### config.mk
export PLATFORM = sky130hd
export DESIGN_NAME = fetch_ctrl
export DESIGN_NICKNAME = d
export VERILOG_FILES = /design/src/rtl/cpu_pkg.sv /design/src/rtl/fetch_pc.sv /design/src/rtl/fetch_ctrl.sv
export SDC_FILE = /design/constraint.sdc
export NUM_CORES = 1
export LEC_CHECK = 0
export BUFFER_PORTS_ARGS = -buffer_cell sky130_fd_sc_hd__buf_2
export CELL_PAD_IN_SITES_DETAIL_PLACEMENT = 0
export CELL_PAD_IN_SITES_GLOBAL_PLACEMENT = 1
export CORE_MARGIN = 2
export CORE_UTILIZATION = 36
export CTS_CLUSTER_SIZE = 8
export DETAILED_ROUTE_END_ITERATION = 7
export PLACE_DENSITY = 0.82
export SKIP_CTS_REPAIR_TIMING = 1
export SYNTH_ARGS = -nofsm -noshare
export SYNTH_HDL_FRONTEND = slang
export SYNTH_HIERARCHICAL = 1
export SYNTH_SLANG_ARGS = --single-unit
### constraint.sdc
create_clock -name clk -period 2.56 [get_ports clk]
set_input_delay 0.64 -clock clk [delete_from_list [all_inputs] [get_ports clk]]
set_output_delay 0.64 -clock clk [all_outputs]
set_load 0.005 [all_outputs]
### src/rtl/cpu_pkg.sv
// Shared CPU front-end definitions: bus widths, halt encoding and fetch FSM states.
package cpu_pkg;

  localparam int unsigned CPU_ADDR_W  = 12;
  localparam int unsigned CPU_INSTR_W = 9;

  localparam logic [CPU_ADDR_W-1:0]  CPU_RESET_PC   = '0;
  localparam logic [CPU_INSTR_W-1:0] CPU_HALT_INSTR = '1;

  typedef enum logic [1:0] {
    FS_IDLE,
    FS_RUN,
    FS_HALTED
  } fetch_state_e;

endpackage

### src/rtl/fetch_pc.sv
// Program counter register: load has priority over increment, otherwise hold.
module fetch_pc
  import cpu_pkg::*;
#(
  parameter int unsigned            ADDR_WIDTH = CPU_ADDR_W,
  parameter logic [ADDR_WIDTH-1:0]  RESET_PC   = '0
) (
  input  logic                  clk,
  input  logic                  rst_n,
  input  logic                  i_load,
  input  logic [ADDR_WIDTH-1:0] i_load_pc,
  input  logic                  i_inc,
  output logic [ADDR_WIDTH-1:0] o_pc
);

  logic [ADDR_WIDTH-1:0] r_pc;

  // Increment wraps naturally modulo 2**ADDR_WIDTH.
  always_ff @(posedge clk) begin
    if (!rst_n) begin
      r_pc <= RESET_PC;
    end else if (i_load) begin
      r_pc <= i_load_pc;
    end else if (i_inc) begin
      r_pc <= r_pc + ADDR_WIDTH'(1);
    end
  end

  assign o_pc = r_pc;

endmodule

### src/rtl/fetch_ctrl.sv
// Instruction-fetch sequencer: drives ROM address from the PC and registers ROM data
// into a single valid/ready output slot, with redirect flush, stall and halt handling.
module fetch_ctrl
  import cpu_pkg::*;
#(
  parameter int unsigned             ADDR_WIDTH  = CPU_ADDR_W,
  parameter int unsigned             INSTR_WIDTH = CPU_INSTR_W,
  parameter logic [ADDR_WIDTH-1:0]   RESET_PC    = '0,
  parameter logic [INSTR_WIDTH-1:0]  HALT_INSTR  = '1
) (
  input  logic                   clk,
  input  logic                   rst_n,
  input  logic                   start,
  output logic [ADDR_WIDTH-1:0]  instr_addr,
  input  logic [INSTR_WIDTH-1:0] instr_in,
  input  logic                   redirect_valid,
  input  logic [ADDR_WIDTH-1:0]  redirect_pc,
  output logic                   out_valid,
  input  logic                   out_ready,
  output logic [INSTR_WIDTH-1:0] out_instr,
  output logic [ADDR_WIDTH-1:0]  out_pc,
  output logic                   halted
);

  fetch_state_e r_state, w_state_nxt;

  logic                   r_out_valid, w_out_valid_nxt;
  logic [INSTR_WIDTH-1:0] r_out_instr, w_out_instr_nxt;
  logic [ADDR_WIDTH-1:0]  r_out_pc,    w_out_pc_nxt;
  logic                   r_halted,    w_halted_nxt;

  logic                   w_pc_load;
  logic [ADDR_WIDTH-1:0]  w_pc_load_val;
  logic                   w_pc_inc;
  logic [ADDR_WIDTH-1:0]  w_pc;

  fetch_pc #(
    .ADDR_WIDTH (ADDR_WIDTH),
    .RESET_PC   (RESET_PC)
  ) u_fetch_pc (
    .clk       (clk),
    .rst_n     (rst_n),
    .i_load    (w_pc_load),
    .i_load_pc (w_pc_load_val),
    .i_inc     (w_pc_inc),
    .o_pc      (w_pc)
  );

  always_ff @(posedge clk) begin
    if (!rst_n) begin
      r_state     <= FS_IDLE;
      r_out_valid <= 1'b0;
      r_out_instr <= '0;
      r_out_pc    <= '0;
      r_halted    <= 1'b0;
    end else begin
      r_state     <= w_state_nxt;
      r_out_valid <= w_out_valid_nxt;
      r_out_instr <= w_out_instr_nxt;
      r_out_pc    <= w_out_pc_nxt;
      r_halted    <= w_halted_nxt;
    end
  end

  // In RUN: redirect flush beats capture, capture beats stall.
  always_comb begin
    w_state_nxt     = r_state;
    w_out_valid_nxt = r_out_valid;
    w_out_instr_nxt = r_out_instr;
    w_out_pc_nxt    = r_out_pc;
    w_halted_nxt    = r_halted;
    w_pc_load       = 1'b0;
    w_pc_load_val   = redirect_pc;
    w_pc_inc        = 1'b0;

    case (r_state)
      FS_IDLE: begin
        if (start) begin
          w_state_nxt = FS_RUN;
        end
      end
      FS_RUN: begin
        if (redirect_valid) begin
          w_pc_load       = 1'b1;
          w_pc_load_val   = redirect_pc;
          w_out_valid_nxt = 1'b0;
        end else if (!r_out_valid || out_ready) begin
          w_out_valid_nxt = 1'b1;
          w_out_instr_nxt = instr_in;
          w_out_pc_nxt    = w_pc;
          if (instr_in == HALT_INSTR) begin
            w_state_nxt  = FS_HALTED;
            w_halted_nxt = 1'b1;
          end else begin
            w_pc_inc = 1'b1;
          end
        end
      end
      FS_HALTED: begin
        if (start) begin
          w_state_nxt     = FS_RUN;
          w_pc_load       = 1'b1;
          w_pc_load_val   = RESET_PC;
          w_halted_nxt    = 1'b0;
          w_out_valid_nxt = 1'b0;
        end else if (out_ready) begin
          w_out_valid_nxt = 1'b0;
        end
      end
      default: begin
        w_state_nxt = FS_IDLE;
      end
    endcase
  end

  assign instr_addr = w_pc;
  assign out_valid  = r_out_valid;
  assign out_instr  = r_out_instr;
  assign out_pc     = r_out_pc;
  assign halted     = r_halted;

endmodule
# Word level (Yosys, flattened, before mapping)
# Cells that the tools add are included.
[classes]
mux = 26
n_eq_ne = 10
reduce_logical = 10
add_sub_neg = 1
n_bitwise = 1
[ops]
columns = ["operator", "n"]
rows = [
  ["12-bit 2-to-1 mux", 4],
  ["1-bit 2-to-1 mux", 14],
  ["12-bit by 1-bit adder with 12-bit output, second input constant", 1],
  ["9-bit == test, second input constant", 1],
  ["2-bit 2-to-1 mux", 4],
  ["2-bit != test, second input constant", 4],
  ["3-bit != test, second input constant", 2],
  ["1-bit one-hot mux with 2 select lines", 3],
  ["3-bit AND reduction", 2],
  ["5-bit AND reduction", 1],
  ["2-bit one-hot mux with 2 select lines", 1],
  ["4-bit AND reduction", 1],
  ["2-bit nonzero test", 2],
  ["2-bit by 1-bit == test with 1-bit output, second input constant", 1],
  ["2-bit == test, second input constant", 1],
  ["2-bit logical NOT", 1],
  ["2-bit by 1-bit != test with 1-bit output, second input constant", 1],
  ["2-bit OR reduction", 1],
  ["1-bit logical NOT", 1],
  ["1-bit logical OR", 1],
  ["1-bit inverter", 1],
]
[word_totals]
out_inout_bits = 35
input_bits = 26
word_cells = 54
regBits = 37

# Longest topological paths before layout
# Gate-level depths: netlist of the first run.
[depth]
depth_word = 7
mapped_depth = 11
mapped_depth_nobuf = 9

# By module
# The synthesis of the first run kept the hierarchy.
[by_module_without_submodules]
columns = ["module", "seq_area_each_um2", "area_per_inst_um2", "n_inst", "cells_per_inst"]
rows = [
  ["fetch_ctrl", 500.5, 1163.6, 1, 147],
  ["fetch_pc", 240.2, 674.4, 1, 79],
]

# Worst setup path after synthesis of the first run
# OpenSTA, ideal clock, no wires.
[synth_timing]
kind = "in2reg"
startpoint = "in redirect_valid"
endpoint = "reg u_fetch_pc.r_pc[5] (netlist: u_fetch_pc/o_pc[5])"
stages = 9
setup_ns = 0.070
t_arrival_ns = 1.908
path_buffers = 2
path_slack_ns = 0.583
cell_sequence = "and2b_1 nand2_2 buf_2 nor2_1 buf_2 and3_1 nand4_1 xor2_1 a21oi_1"
[synth_between]
elab_chain_cells = 3
word_cells_on_any_way = 6
classes_between = "5 x mux; 1 x reduce/logical"
[synth_rtl]
columns = ["item", "line_no", "text"]
rows = [
  ["from (decl)", "fetch_ctrl.sv:16", "input logic redirect_valid,"],
  ["1-bit 2-to-1 mux", "fetch_ctrl.sv:83", "if (redirect_valid) begin"],
  ["1-bit 2-to-1 mux", "fetch_ctrl.sv:76", "case (r_state)"],
  ["net w_pc_inc", "fetch_ctrl.sv:34", "logic w_pc_inc;"],
  ["2-bit nonzero test (no source line)", "n/a", ""],
  ["to (signal assigned)", "fetch_pc.sv:23", "r_pc <= i_load_pc;"],
  ["to (signal assigned)", "fetch_pc.sv:25", "r_pc <= r_pc + ADDR_WIDTH'(1);"],
  ["to (decl)", "fetch_pc.sv:16", "logic [ADDR_WIDTH-1:0] r_pc;"],
]
# The timed path passes the listed nets, and every way through them passes these cells.
# A chain may end at the register's enable or synchronous reset.

# Worst setup path in the final report of the first run
[layout_timing]
startpoint = "reg r_state[1]"
endpoint = "reg u_fetch_pc.r_pc[5] (netlist: u_fetch_pc/o_pc[5])"
[layout_between]
elab_chain_cells = 3
word_cells_on_any_way = 7
classes_between = "2 x eq/ne; 4 x mux; 1 x reduce/logical"
[layout_rtl]
columns = ["item", "line_no", "text"]
rows = [
  ["from (decl)", "fetch_ctrl.sv:25", "fetch_state_e r_state, w_state_nxt;"],
  ["from (signal assigned)", "fetch_ctrl.sv:57", "r_state <= w_state_nxt;"],
  ["2-bit by 1-bit == test with 1-bit output", "fetch_ctrl.sv:76", ""],
  ["1-bit 2-to-1 mux", "fetch_ctrl.sv:76", ""],
  ["net w_pc_inc", "fetch_ctrl.sv:34", ""],
  ["2-bit nonzero test (no source line)", "n/a", ""],
]
# The timed path passes the listed nets, and every way through them passes these cells.

==> results.ini, run 1 <==
[detailed_routing]
via_count=1723
drcViolationCount=0
via_per_inst=4.81
drtIter0Drc=79
first_pass_iters=4
drt-total-wl_mm=4.41
routedWlPerCell_um=12.3
ant_nets=0

[worst_setup_path]
worstPathArrival_ns=2.12
worstPathRequired_ns=2.72
end_kind=flop
start_kind=flop
crit_path_max_fanout=10
crit_start=r_state[1]$_SDFFE_PN0P_
crit_type=reg -> reg
reg2reg_setup_slack_ns=0.60
worst-r2r-cell-count=10
reg2reg_to=u_fetch_pc/o_pc[5]$_SDFFE_PN0P_
timing.rr.start=r_state[1]$_SDFFE_PN0P_

[cells_and_area]
nFillCells=546
final_cell_mix=buf_2, nand2_1, dfxtp_1, a21oi_1, and2_1
area_delta_synth_final_pct=24.6
seq_area_um2=741
multi_input_area_um2=1010
nets=318
final_core_util=0.457
final_layout_size_suffix_gt1_frac=0.292
layout_commonest_cell=buf_2
finalInstanceArea_um2=2290
antenna_cells=0

[clocking]
cts_tree=built
clock-root-buffer=clkbuf_8
cts_max_level=2
cts.path.max_buffers=2
worstSkewPairLatency_ns=0.29
clock_sinks=37
clk_pin_slew_ns=0.07
cts_inserted_buffers=5

[sta]
finalSetupTns_ns=0
setup_violations=0
maxSlewViolCount=0
tightest_slew_ns=0.393
fin_crit_sh=0.766
hold_viol_final=0
finClkSkew_ns=0.00537
min_period_ns=1.96
rsz0062_at_grt=no
fin_hold_ws_ns=0.450
fmax_mhz=510
slew_headroom=0.736
fin_ws_ns=0.600

[floorplanning]
die_h_um=75.5
core_um2=5010
die-area_um2=5690
rows=26
start_util=0.367
pin_count=61
die_w_um=75.5

[grt]
grt_pass1_wl_mm=7.04
first_global_vias=1552
grt_overflow=0
grt_max_degree=24
grtUsageTotal=0.161
antenna_found_initial=0

[placed_design]
io_buffer_count=60
dp_hpwl_mm=3.24
pre_cts_ws_ns=0.520
placed_area_um2=2200
place_congestion=0.742

[synthesis]
ys_ff_latch=37
synthTopCellsByArea=dfxtp_1, nand2_1, a21oi_1
synth_top_area_share=0.403
synth_top_area_cell=dfxtp_1
synthCells=226
ys_warn_count=6
syn-num-nets=256
synthDistinctLibCells=36
netlist_area_um2=1840
seq_area_frac_synth=0.403
syn_avg_cell_area_um2=8.13

[hold_path]
hp-class=reg -> reg
whs_path_depth=2
holdPathEnd=out_instr[1]$_SDFFE_PN0P_
min_from=out_instr[1]$_SDFFE_PN0P_

[job]
maxCapViolCount=0

[power_and_ir_drop]
powerDensity_nw_per_um2=551
ir_worst_vdd_v=0.000214
p_leak_nw=0.928

[outcome]
outcome=completed

metal layers:
layer | GRT usage | part of all wire
met4 | 0.0546 | 0.010
met1 | 0.217 | 0.49
met2 | 0.239 | 0.43
met5 | 0 | 0
met3 | 0.0582 | 0.071
worst max path at each step:
stage / endpoint
final: u_fetch_pc/o_pc[5]$_SDFFE_PN0P_
after global routing: u_fetch_pc/o_pc[3]$_SDFFE_PN0P_
after CTS: u_fetch_pc/o_pc[5]$_SDFFE_PN0P_
after detailed placement: u_fetch_pc/o_pc[5]$_SDFFE_PN0P_
after global placement: u_fetch_pc/o_pc[5]$_SDFFE_PN0P_
after floorplan: u_fetch_pc/o_pc[5]$_SDFFE_PN0P_
final cells by class:
class                   instances  area share
inverters                       7      0.0115
repair buffers                 65       0.147
clock buffers                   7      0.0377
flip-flops and latches         37       0.323
well taps                      70      0.0382
multi-input cells             172       0.442
through the flow:
step / instances / total power [W]
final: 358 / 0.00126
after global routing: 358 / 0.00134
after CTS: 358 / 0.00128
after detailed placement: 351 / 0.000868
after global placement: 351 / 0.000866
after floorplan: 226 / 0.000786
cell families after synthesis:
kind of cell / synth area share
xor+xnor: 0.0524
buf+inv: 0.0463
flops: 0.403
simple gates: 0.308
compound gates: 0.152
fa+ha+maj: 0.0272
mux: 0.0109
sequential cells by signal, summed over array words and instances (netlist names):
register / flops
out_pc: 12
halted: 1
out_valid: 1
u_fetch_pc/o_pc: 12
out_instr: 9
r_state: 2
worst max-delay path, stage by stage (launching register included):
cell and delay (ns):
dfxtp_1 0.34, inv_1 0.09, ha_1 0.30, and2b_1 0.20, nand2_2 0.06, nor2_1 0.10
buf_4 0.18, and3_1 0.19, nand4_1 0.11, xor2_1 0.17, a21oi_1 0.08
Yosys cell counts (all sizes together):
library cell  number
a21oi             35
o21bai             1
or3                1
nor3b              4
nor2b              1
buf                7
xnor2              7
nand3              6
nand2b             1
and2              12
a21boi             1
mux2i              2
nor2               6
nand4b             2
nor3               7
nand2             56
o22ai              4
xor2               4
ha                 4
inv                7
and3               1
nand4              5
dfxtp             37
clkbuf             3
a211oi             1
and2b              1
o21ai              8
nor4               1
o211ai             1
power by group:
part	internal [W]	switching, W	leakage (nW)
sequential	0.000605	0.0000311	0.299
clock	0.000214	0.000196	0.0443
combinational	0.0000932	0.000124	0.584
total	0.000911	0.000351	0.928
Power figures use the tool's default switching activity.
==> inputs of run 2 (changes only) <==
CORE_UTILIZATION = 32   (was 36)
PLACE_DENSITY = 0.78   (was 0.82)
clock period = 1.65 ns   (was 2.56 ns; I/O delays follow)
==> results.ini, run 2 (same netlist as run 1, synthesis figures left out) <==
[worst_setup_path]
start_kind=flop
path_cells=inv_2 > buf_4 > ha_1 > a21boi_4 > buf_6 > nor3b_1 > a21oi_1 > o22ai_1
reg2reg_setup_slack_ns=0.04
path_buf_inv=3
cpPeakStageDelay_ns=0.35
critPathTopFamily=compound AO/OA/AOI/OAI gates
crit_path_max_fanout=8
worstPathArrival_ns=1.83
worstPathRequired_ns=1.87
crit_type=reg -> reg
end_kind=flop
cpMaxStageDelayCell=dfxtp_2

[grt]
grt_max_degree=24
grt_overflow=0
grt_pass1_wl_mm=7.73
first_global_vias=1585
antenna_found_initial=0
grtUsageTotal=0.155

[floorplanning]
start_util=0.332
core_um2=5540
die_w_um=79.8
rows=27
die_h_um=79.8
pin_count=61
die-area_um2=6370

[cells_and_area]
nets=338
antenna_cells=0
final_layout_size_suffix_gt1_frac=0.382
final_core_util=0.453
layout_commonest_cell=buf_2
seq_area_um2=743
area_delta_synth_final_pct=36.5
nFillCells=589
multi_input_area_um2=1070
final_cell_mix=buf_2, nand2_1, dfxtp_1, a21oi_1, buf_4

[sta]
fin_crit_sh=0.975
setup_violations=0
tightest_slew_ns=0.416
maxSlewViolCount=0
slew_headroom=0.720
hold_viol_final=0
rsz0062_at_grt=yes
min_period_ns=1.61
fmax_mhz=622
finalSetupTns_ns=0
finClkSkew_ns=0.00255
fin_hold_ws_ns=0.364

[placed_design]
place_congestion=0.784
dp_hpwl_mm=3.54
io_buffer_count=60

[power_and_ir_drop]
powerDensity_nw_per_um2=805
ir_worst_vdd_v=0.000294
p_leak_nw=1.03

[detailed_routing]
drt-total-wl_mm=4.83
drtIter0Drc=61
drcViolationCount=0
via_count=1767
routedWlPerCell_um=12.7
ant_nets=0
via_per_inst=4.64
first_pass_iters=4

[job]
maxCapViolCount=0

[clocking]
cts_max_level=2
clock_sinks=37
clock-root-buffer=clkbuf_8
cts_inserted_buffers=5
worstSkewPairLatency_ns=0.29
cts.path.max_buffers=2
cts_tree=built
clk_pin_slew_ns=0.07

[hold_path]
hp-class=in -> reg

[outcome]
outcome=completed

run 2: cell types whose count changed in the layout (fill, tap and decap cells not counted), sizes merged:
cell | before | now
buf | 65 | 85
clkbuf | 7 | 5
clkinv | 0 | 2
clkinvlp | 0 | 1
run 2: power breakdown:
group,switching [W],internal [W],total [W],leakage (nW)
Combinational,0.000223,0.000191,0.000414,0.689
Sequential,0.0000412,0.000939,0.000980,0.300
Clock,0.000335,0.000291,0.000626,0.0439
Total,0.000599,0.00142,0.00202,1.03
run 2: worst paths after layout:
check,startpoint,to,depth (start not counted)
max,r_state[1]$_SDFFE_PN0P_,u_fetch_pc/o_pc[9]$_SDFFE_PN0P_,8
max reg2reg,r_state[1]$_SDFFE_PN0P_,u_fetch_pc/o_pc[9]$_SDFFE_PN0P_,8
min,instr_in[7],out_instr[7]$_SDFFE_PN0P_,3
min reg2reg,out_instr[7]$_SDFFE_PN0P_,out_instr[7]$_SDFFE_PN0P_,2
run 2: area by class of cell:
cell class	count	area share
Clock buffer	5	0.0274
Clock inverter	3	0.00698
Inverter	7	0.0115
Multi-Input combinational cell	172	0.426
Sequential cell	37	0.296
Tap cell	72	0.0359
Timing Repair Buffer	85	0.196
run 2: layer usage:
metal  share of wire  GRT usage
met5               0          0
met4           0.016     0.0458
met3           0.060     0.0396
met2            0.43      0.230
met1            0.49      0.220
run 2: worst register-to-register path, stage by stage, from the launching register on:
cell and delay, ns:
dfxtp_2 0.35, inv_2 0.05, buf_4 0.12, ha_1 0.29
a21boi_4 0.16, buf_6 0.15, nor3b_1 0.22, a21oi_1 0.06
o22ai_1 0.15
run 2: stage by stage:
stage | power, W | instances | setup slack, ns | area [um^2]
floorplan | 0.00124 | 226 | -0.112 | 1880
global placement | 0.00139 | 372 | -0.0640 | 2370
detailed placement | 0.00140 | 372 | -0.120 | 2370
CTS | 0.00202 | 380 | -0.0678 | 2460
global route | 0.00214 | 381 | -0.0622 | 2510
finish | 0.00202 | 381 | 0.0419 | 2510
